==> config.mk <==
export PLATFORM = sky130hd
export DESIGN_NAME = acc8_burst_accum
export DESIGN_NICKNAME = d
export VERILOG_FILES = /design/src/rtl/acc8_burst_accum.sv
export SDC_FILE = /design/constraint.sdc
export NUM_CORES = 1
export LEC_CHECK = 0
export CORE_MARGIN = 2
export CORE_UTILIZATION = 33
export CTS_CLUSTER_DIAMETER = 150
export DETAILED_ROUTE_END_ITERATION = 6
export GPL_TIMING_DRIVEN = 0
export PLACE_DENSITY = 0.66
export SYNTH_ARGS = -nofsm -noshare
export SYNTH_HDL_FRONTEND = slang
export SYNTH_SLANG_ARGS = --single-unit
==> constraint.sdc <==
create_clock -name clk -period 3.2 [get_ports clk]
set_input_delay 0.64 -clock clk [delete_from_list [all_inputs] [get_ports clk]]
set_output_delay 0.64 -clock clk [all_outputs]
set_load 0.02 [all_outputs]
==> src/rtl/acc8_burst_accum.sv <==
// rtl/acc8_burst_accum.sv - 8-bit burst accumulator over a ripple adder; define ACC8_SATURATE_EN to clamp at 0xFF

// Combinational 8-bit ripple-carry adder: sum_o/co_o = a_i + b_i + ci_i.
module acc8_ripple_add (
  input  logic [7:0] a_i,
  input  logic [7:0] b_i,
  input  logic       ci_i,
  output logic [7:0] sum_o,
  output logic       co_o
);

  logic [8:0] c;

  assign c[0] = ci_i;

  for (genvar i = 0; i < 8; i++) begin : g_fa
    assign sum_o[i] = a_i[i] ^ b_i[i] ^ c[i];
    assign c[i+1]   = (a_i[i] & b_i[i]) | (c[i] & (a_i[i] ^ b_i[i]));
  end

  assign co_o = c[8];

endmodule

// Collects a burst of operand beats into an accumulator and presents the
// total, a sticky carry flag and a saturating beat count downstream.
module acc8_burst_accum #(
  parameter int CNT_W = 5
) (
  input  logic             clk,
  input  logic             rst,
  input  logic             in_valid,
  output logic             in_ready,
  input  logic [7:0]       in_data,
  input  logic             in_last,
  output logic             out_valid,
  input  logic             out_ready,
  output logic [7:0]       out_sum,
  output logic             out_ovf,
  output logic [CNT_W-1:0] out_count
);

  localparam logic [1:0] S_IDLE  = 2'd0;
  localparam logic [1:0] S_ACCUM = 2'd1;
  localparam logic [1:0] S_HOLD  = 2'd2;

  localparam logic [CNT_W-1:0] CNT_MAX = '1;

  logic [1:0]       state_q, state_d;
  logic [7:0]       acc_q, acc_d;
  logic             ovf_q, ovf_d;
  logic [CNT_W-1:0] cnt_q, cnt_d;

  logic [7:0] nsum;
  logic       nco;
  logic       accept;
  logic       ovf_next;

  // acc is held at zero outside a burst, so the first beat passes through as 0 + in_data
  acc8_ripple_add u_add (
    .a_i   (acc_q),
    .b_i   (in_data),
    .ci_i  (1'b0),
    .sum_o (nsum),
    .co_o  (nco)
  );

  assign in_ready = (state_q != S_HOLD);
  assign accept   = in_valid && in_ready;
  assign ovf_next = ovf_q | nco;

  // Next-state logic: accumulate beats, hold the result until it is taken
  always_comb begin
    state_d = state_q;
    acc_d   = acc_q;
    ovf_d   = ovf_q;
    cnt_d   = cnt_q;
    case (state_q)
      S_IDLE: begin
        if (accept) begin
          acc_d   = nsum;
          ovf_d   = 1'b0;
          cnt_d   = CNT_W'(1);
          state_d = in_last ? S_HOLD : S_ACCUM;
        end
      end
      S_ACCUM: begin
        if (accept) begin
`ifdef ACC8_SATURATE_EN
          // Once any carry has been seen the burst total is pinned at full scale
          acc_d = ovf_next ? 8'hFF : nsum;
`else
          acc_d = nsum;
`endif
          ovf_d   = ovf_next;
          cnt_d   = (cnt_q == CNT_MAX) ? cnt_q : cnt_q + CNT_W'(1);
          state_d = in_last ? S_HOLD : S_ACCUM;
        end
      end
      S_HOLD: begin
        if (out_ready) begin
          acc_d   = 8'h00;
          ovf_d   = 1'b0;
          cnt_d   = '0;
          state_d = S_IDLE;
        end
      end
      default: begin
        acc_d   = 8'h00;
        ovf_d   = 1'b0;
        cnt_d   = '0;
        state_d = S_IDLE;
      end
    endcase
  end

  // State registers; reset discards any partial burst or pending result
  always_ff @(posedge clk) begin
    if (rst) begin
      state_q <= S_IDLE;
      acc_q   <= 8'h00;
      ovf_q   <= 1'b0;
      cnt_q   <= '0;
    end else begin
      state_q <= state_d;
      acc_q   <= acc_d;
      ovf_q   <= ovf_d;
      cnt_q   <= cnt_d;
    end
  end

  assign out_valid = (state_q == S_HOLD);
  assign out_sum   = acc_q;
  assign out_ovf   = ovf_q;
  assign out_count = cnt_q;

endmodule

==> flow_summary.toml <==
[worst_setup_path]
regToRegStartpoint = "out_sum[0]"
start_kind = "input port"
setup.worst_path.end_class = "register"
reg2reg_to = "out_sum[7]"
cp.required_ns = 3.36
worstPathArrival_ns = 3.35
reg2reg_slack_ns = 0.05
cp_max_fo = 1
critPathKind = "input port to register"
ff2ff_path_depth = 14

[synthesis]
yosys.area.top_type = "dfxtp_1"
synth.yosys.warnings = 0
syn_area_um2 = 923
yosysTopAreaCellShare_pct = 34.7
synth.net_count = 124
ys_types = 29
synth_seq_area_share_pct = 34.7
synth-seq-cells = 16
synthCells = 101
syn_avg_cell_area_um2 = 9.14
synthTopCellsByArea = "dfxtp_1, fa_1, inv_1"

[clock_network]
numClockSinks = 16
post_cts_buffers = 0
root_buffer = "clkbuf_4"
clockBufferDepth = 2
h-tree-depth = 1
cts_hold_buf = 0
clk_latency_ns = 0.28
cts_tree = "yes"
numCtsBuffers = 3
path_clk_slew_ns = 0.09

[place]
port_buffers = 28
gp_congestion = 0.820
dp_hpwl_um = 1430
dp.cells = 160
place_ws_ns = -0.794

[flow_run]
cap_viol_max_count = 0

[sta]
setup_violations = 0
fin_crit_ns = 3.19
maxSlewHeadroom_pct = 55.5
hold_viol_final = 0
timing.fmax_mhz = 313
finalWorstSetupSlack_ns = 0.00898
drv_slew = 0
rsz0062_at_grt = "yes"
fin_skew_ns = 0.00267
min_period_over_period_pct = 99.7
timing.setup.tns_ns = 0
worstMarginPinSlew_ns = 0.662

[floorplanning]
io_pins = 29
row_count = 19
die_area_um2 = 3240
fp.coreArea_um2 = 2710
die_h_um = 56.9
initial_core_util_pct = 34.1
fp.dieW_um = 56.9

[detailed_routing]
drcViolationCount = 0
via_count = 777
via_per_inst = 4.74
postRouteAntennaNets = 0
drtIter0Drc = 11
postRouteWirelength_um = 1870
dr.pass1.iters = 4
wl_per_cell_um = 11.4

[min_path]
holdPathEnd = "out_ovf"
hold_start = "out_ovf"
min_path_cells = 2
hold_path.class = "register to register"

[final_layout]
n_fill_cell = 278
layout-drive-gt1-share_pct = 20.3
syn2layout_area_growth_pct = 41.7
nNetsFinal = 157
diodes = 0
instances_no_fill = 164

[grt]
grt_max_degree = 11
antenna_found_initial = 0
track_usage_pct = 12.8
grt_pass1_wl_um = 3300
overflow = 0
first_global_vias = 761

[power]
p_total_mw = 0.514
ir_drop_uv = 286
power_density_nw_per_um2 = 393
leakagePower_nw = 0.526

[outcome]
status = "completed"
## area by class of cell
class | count | area [µm²] | area share [%]
sequential | 16 | 324 | 24.8
buffer | 4 | 27.5 | 2.10
inverter | 16 | 60.1 | 4.59
multi-input combinational | 65 | 543 | 41.5
tap | 31 | 38.8 | 2.96
clock buffer | 4 | 36.3 | 2.77
timing repair buffer | 28 | 279 | 21.3
## power breakdown
| group | leakage, nW | internal [mW] | total (mW) | switching (mW) |
|---|---|---|---|---|
| sequential | 0.132 | 0.214 | 0.228 | 0.0136 |
| combinational | 0.373 | 0.0771 | 0.156 | 0.0785 |
| clock | 0.0210 | 0.0691 | 0.131 | 0.0616 |
| total | 0.526 | 0.360 | 0.514 | 0.154 |
## logic make-up (layout without fill, tap and decap cells)
family	after synthesis	after routing	synth area share, %
buf+inv	20	52	9.48
compound gates	26	26	20.3
flops	16	16	34.7
xor+xnor	1	1	0.949
fa+ha+maj	10	10	19.2
simple gates	28	28	15.3
## metal layers
metal | track usage (%) | wire [µm]
met1 | 18.6 | 878
met2 | 18.7 | 914
met3 | 1.61 | 44
met4 | 5.98 | 30
met5 | 0 | 0
## cells in the mapped netlist, drive strengths merged
| cell type | count |
|---|---|
| o21a | 2 |
| dfxtp | 16 |
| buf | 3 |
| ha | 3 |
| nor2 | 16 |
| nor3 | 1 |
| a2111oi | 2 |
| fa | 7 |
| a211o | 1 |
| nand2 | 3 |
| xnor2 | 1 |
| a21oi | 10 |
| nand3 | 1 |
| nand2b | 4 |
| a211oi | 1 |
| nor2b | 1 |
| nor4 | 1 |
| clkbuf | 1 |
| a22o | 3 |
| o21ai | 3 |
| inv | 16 |
| a22oi | 4 |
| and3 | 1 |
## worst max-delay path, cell delays in order
cell,delay [ns]
buf_6,0.07
ha_4,0.11
inv_2,0.03
fa_2,0.33
fa_2,0.34
fa_2,0.34
inv_2,0.06
fa_2,0.18
inv_2,0.04
fa_2,0.33
inv_2,0.06
fa_2,0.19
fa_1,0.40
a22oi_1,0.18
nor2_1,0.05
## timing repair
item | 4_1_cts | 5_1_grt
pin swaps | 9 | 8
setup endpoints to repair | 3 | 3
gates resized for setup | 19 | 3
## stage by stage
step / area (µm²) / hold slack [ns] / util [%]
2_1_floorplan: 931 / 0.524 / -
6_report: 1310 / 0.466 / 48.3
5_1_grt: 1310 / 0.507 / 48.3
3_5_place_dp: 1250 / 0.447 / 46.1
3_3_place_gp: 1250 / 0.452 / 46.1
4_1_cts: 1300 / 0.470 / 48.1
## placed cells by master (no fill, tap or decap), types with 2 or more instances in the layout
cell type        count
dfxtp_1             15
a22oi_1              4
a22o_1               3
clkdlybuf4s50_1     25
nor2_1              15
a21oi_1             10
ha_1                 2
inv_1               10
fa_2                 6
o21ai_0              2
inv_2                6
buf_2                2
nand2b_1             4
nand2_1              3
clkbuf_4             3
buf_6                2
## flip-flops by register name (all words and copies together) (netlist names)
signal and cells:
out_sum 8, out_count 5, state_q 2, out_ovf 1
## worst max path at each step
stage / start / end / slack, ns
4_1_cts: in_data[0] / out_sum[7] / -0.13
6_report: in_data[0] / out_sum[7] / 0.009
3_3_place_gp: in_data[0] / out_sum[7] / -0.75
5_1_grt: in_data[0] / out_sum[7] / -0.07
2_1_floorplan: in_data[0] / out_sum[7] / -0.17
3_5_place_dp: in_data[0] / out_sum[7] / -0.79
Note: power is estimated with default switching activity, not from simulation.
==> RTL edit: new RTL, config.mk and constraints unchanged <==
Build with the macro `ACC8_SATURATE_EN` defined.
--- a/src/rtl/acc8_burst_accum.sv
+++ b/src/rtl/acc8_burst_accum.sv
@@ -1,6 +1,8 @@
 // rtl/acc8_burst_accum.sv - 8-bit burst accumulator over a ripple adder; define ACC8_SATURATE_EN to clamp at 0xFF
 
 // Combinational 8-bit ripple-carry adder: sum_o/co_o = a_i + b_i + ci_i.
+`define ACC8_SATURATE_EN
+
 module acc8_ripple_add (
   input  logic [7:0] a_i,
   input  logic [7:0] b_i,
Formal check against the unedited RTL: not equivalent (a bounded check fails within 4 cycles, from zero or initial values and one cycle with rst high).
==> RTL edit against the unedited design <==
  * The flow now finishes with violations (setup timing)
  * First-iteration DRC count is 82% higher
  * Sequential power increased by 4%
  * Sequential cell count did not move
  * Worst setup slack got worse by 0.26 ns
  * Combinational power grew 44%
  * Die area rose by 4.5%
  * Register-to-register slack worse by 0.27 ns
  * Critical path depth is the same
  * Total power is 9.7% higher
  * Wire length rose by 22%
  * Clock power is 21% lower
  * Final area grew 7.1%
  * Via count rose by 13%
  * Synthesized area increased by 4.9%
  * Critical endpoint is now out_sum[3]
  * Largest power group unchanged
==> RTL edit: results <==
set metrics [dict create \
    status "complete, but fails checks" \
    violations "setup timing" \
    grt_pass1_vias 825 \
    irDropWorstVdd_mv 0.2861 \
    leakage_uw 0.0005710 \
    syn_nets 132 \
    arrival_ns 3.65 \
    gr-usage-met3_pct 3.571 \
    use_met1_pct 18.28 \
    grt_usage_pct 14.42 \
    slowest_stage "fa_2" \
    drive_gt1_share_pct 28.57 \
    ys_top_cells_by_count "16 x dfxtp_1, 16 x inv_1, 15 x nor2_1, 7 x a211oi_1, 7 x fa_1" \
    wirelength_um 2278 \
    drtIter0Drc 20 \
    routed-wl-met3_um 138 \
    grt_pass1_wl_um 3705 \
    synth_seq_area_share_pct 33.07 \
    fin_ws_ns -0.2540 \
    setup_viol 9 \
    grtUsageMet2_pct 24.35 \
    fin_nets 165 \
    tns_ns -2.106 \
    met1Wirelength_um 1001 \
    met2_length_um 1126 \
]
-- RTL edit: worst max-delay path, delay by kind of cell --
kind	cells	cell delay [ns]
adders and majority gates	8	2.31
AOI/OAI and AO/OA	3	0.44
buffers and inverters	3	0.16
and+or+nand+nor	1	0.10
-- RTL edit: final timing paths --
kind / from / to / slack, ns / cells past startpoint
hold reg to reg: out_count[4] / out_count[4] / 0.54 / 1
hold / removal: out_count[4] / out_count[4] / 0.54 / 1
setup reg to reg: out_sum[0] / out_sum[3] / -0.22 / 14
setup / recovery: in_data[0] / out_sum[3] / -0.25 / 15
-- RTL edit: logic make-up after synthesis --
group / after synthesis / share of synthesized area (%)
buffers and inverters: 20 / 9.044
AOI/OAI and AO/OA: 22 / 17.06
xor gates and xnor gates: 1 / 0.9046
and+or+nand+nor: 40 / 21.57
adders and majority gates: 10 / 18.35
DFF: 16 / 33.08
-- RTL edit: stage by stage --
step                setup slack (ns)  cells  hold WS, ns
detailed placement            -1.017    167       0.5008
global route                 -0.3424    171       0.5679
global placement             -0.9923    167       0.4966
CTS                          -0.4695    171       0.5260
finish                       -0.2540    171       0.5441
floorplan                    -0.2740    109       0.5656
-- RTL edit: power by group --
group	internal, uW	switching (uW)	total [uW]
sequential	218	18.4	237
clock	43.5	59.3	103
combinational	110	114	224
-- RTL edit: repair_timing --
action,4_1_cts,5_1_grt
resized for setup,19,4
endpoints found under the setup margin,9,9
gates cloned,1,0
pin swaps,15,13
-- RTL edit: final cells by class --
cell class,instances,area share [%]
clock buffer,3,1.607
tap,31,2.768
multi-input combinational,74,47.41
buffer,4,1.964
timing repair buffer,27,19.02
sequential,16,22.95
inverter,16,4.286
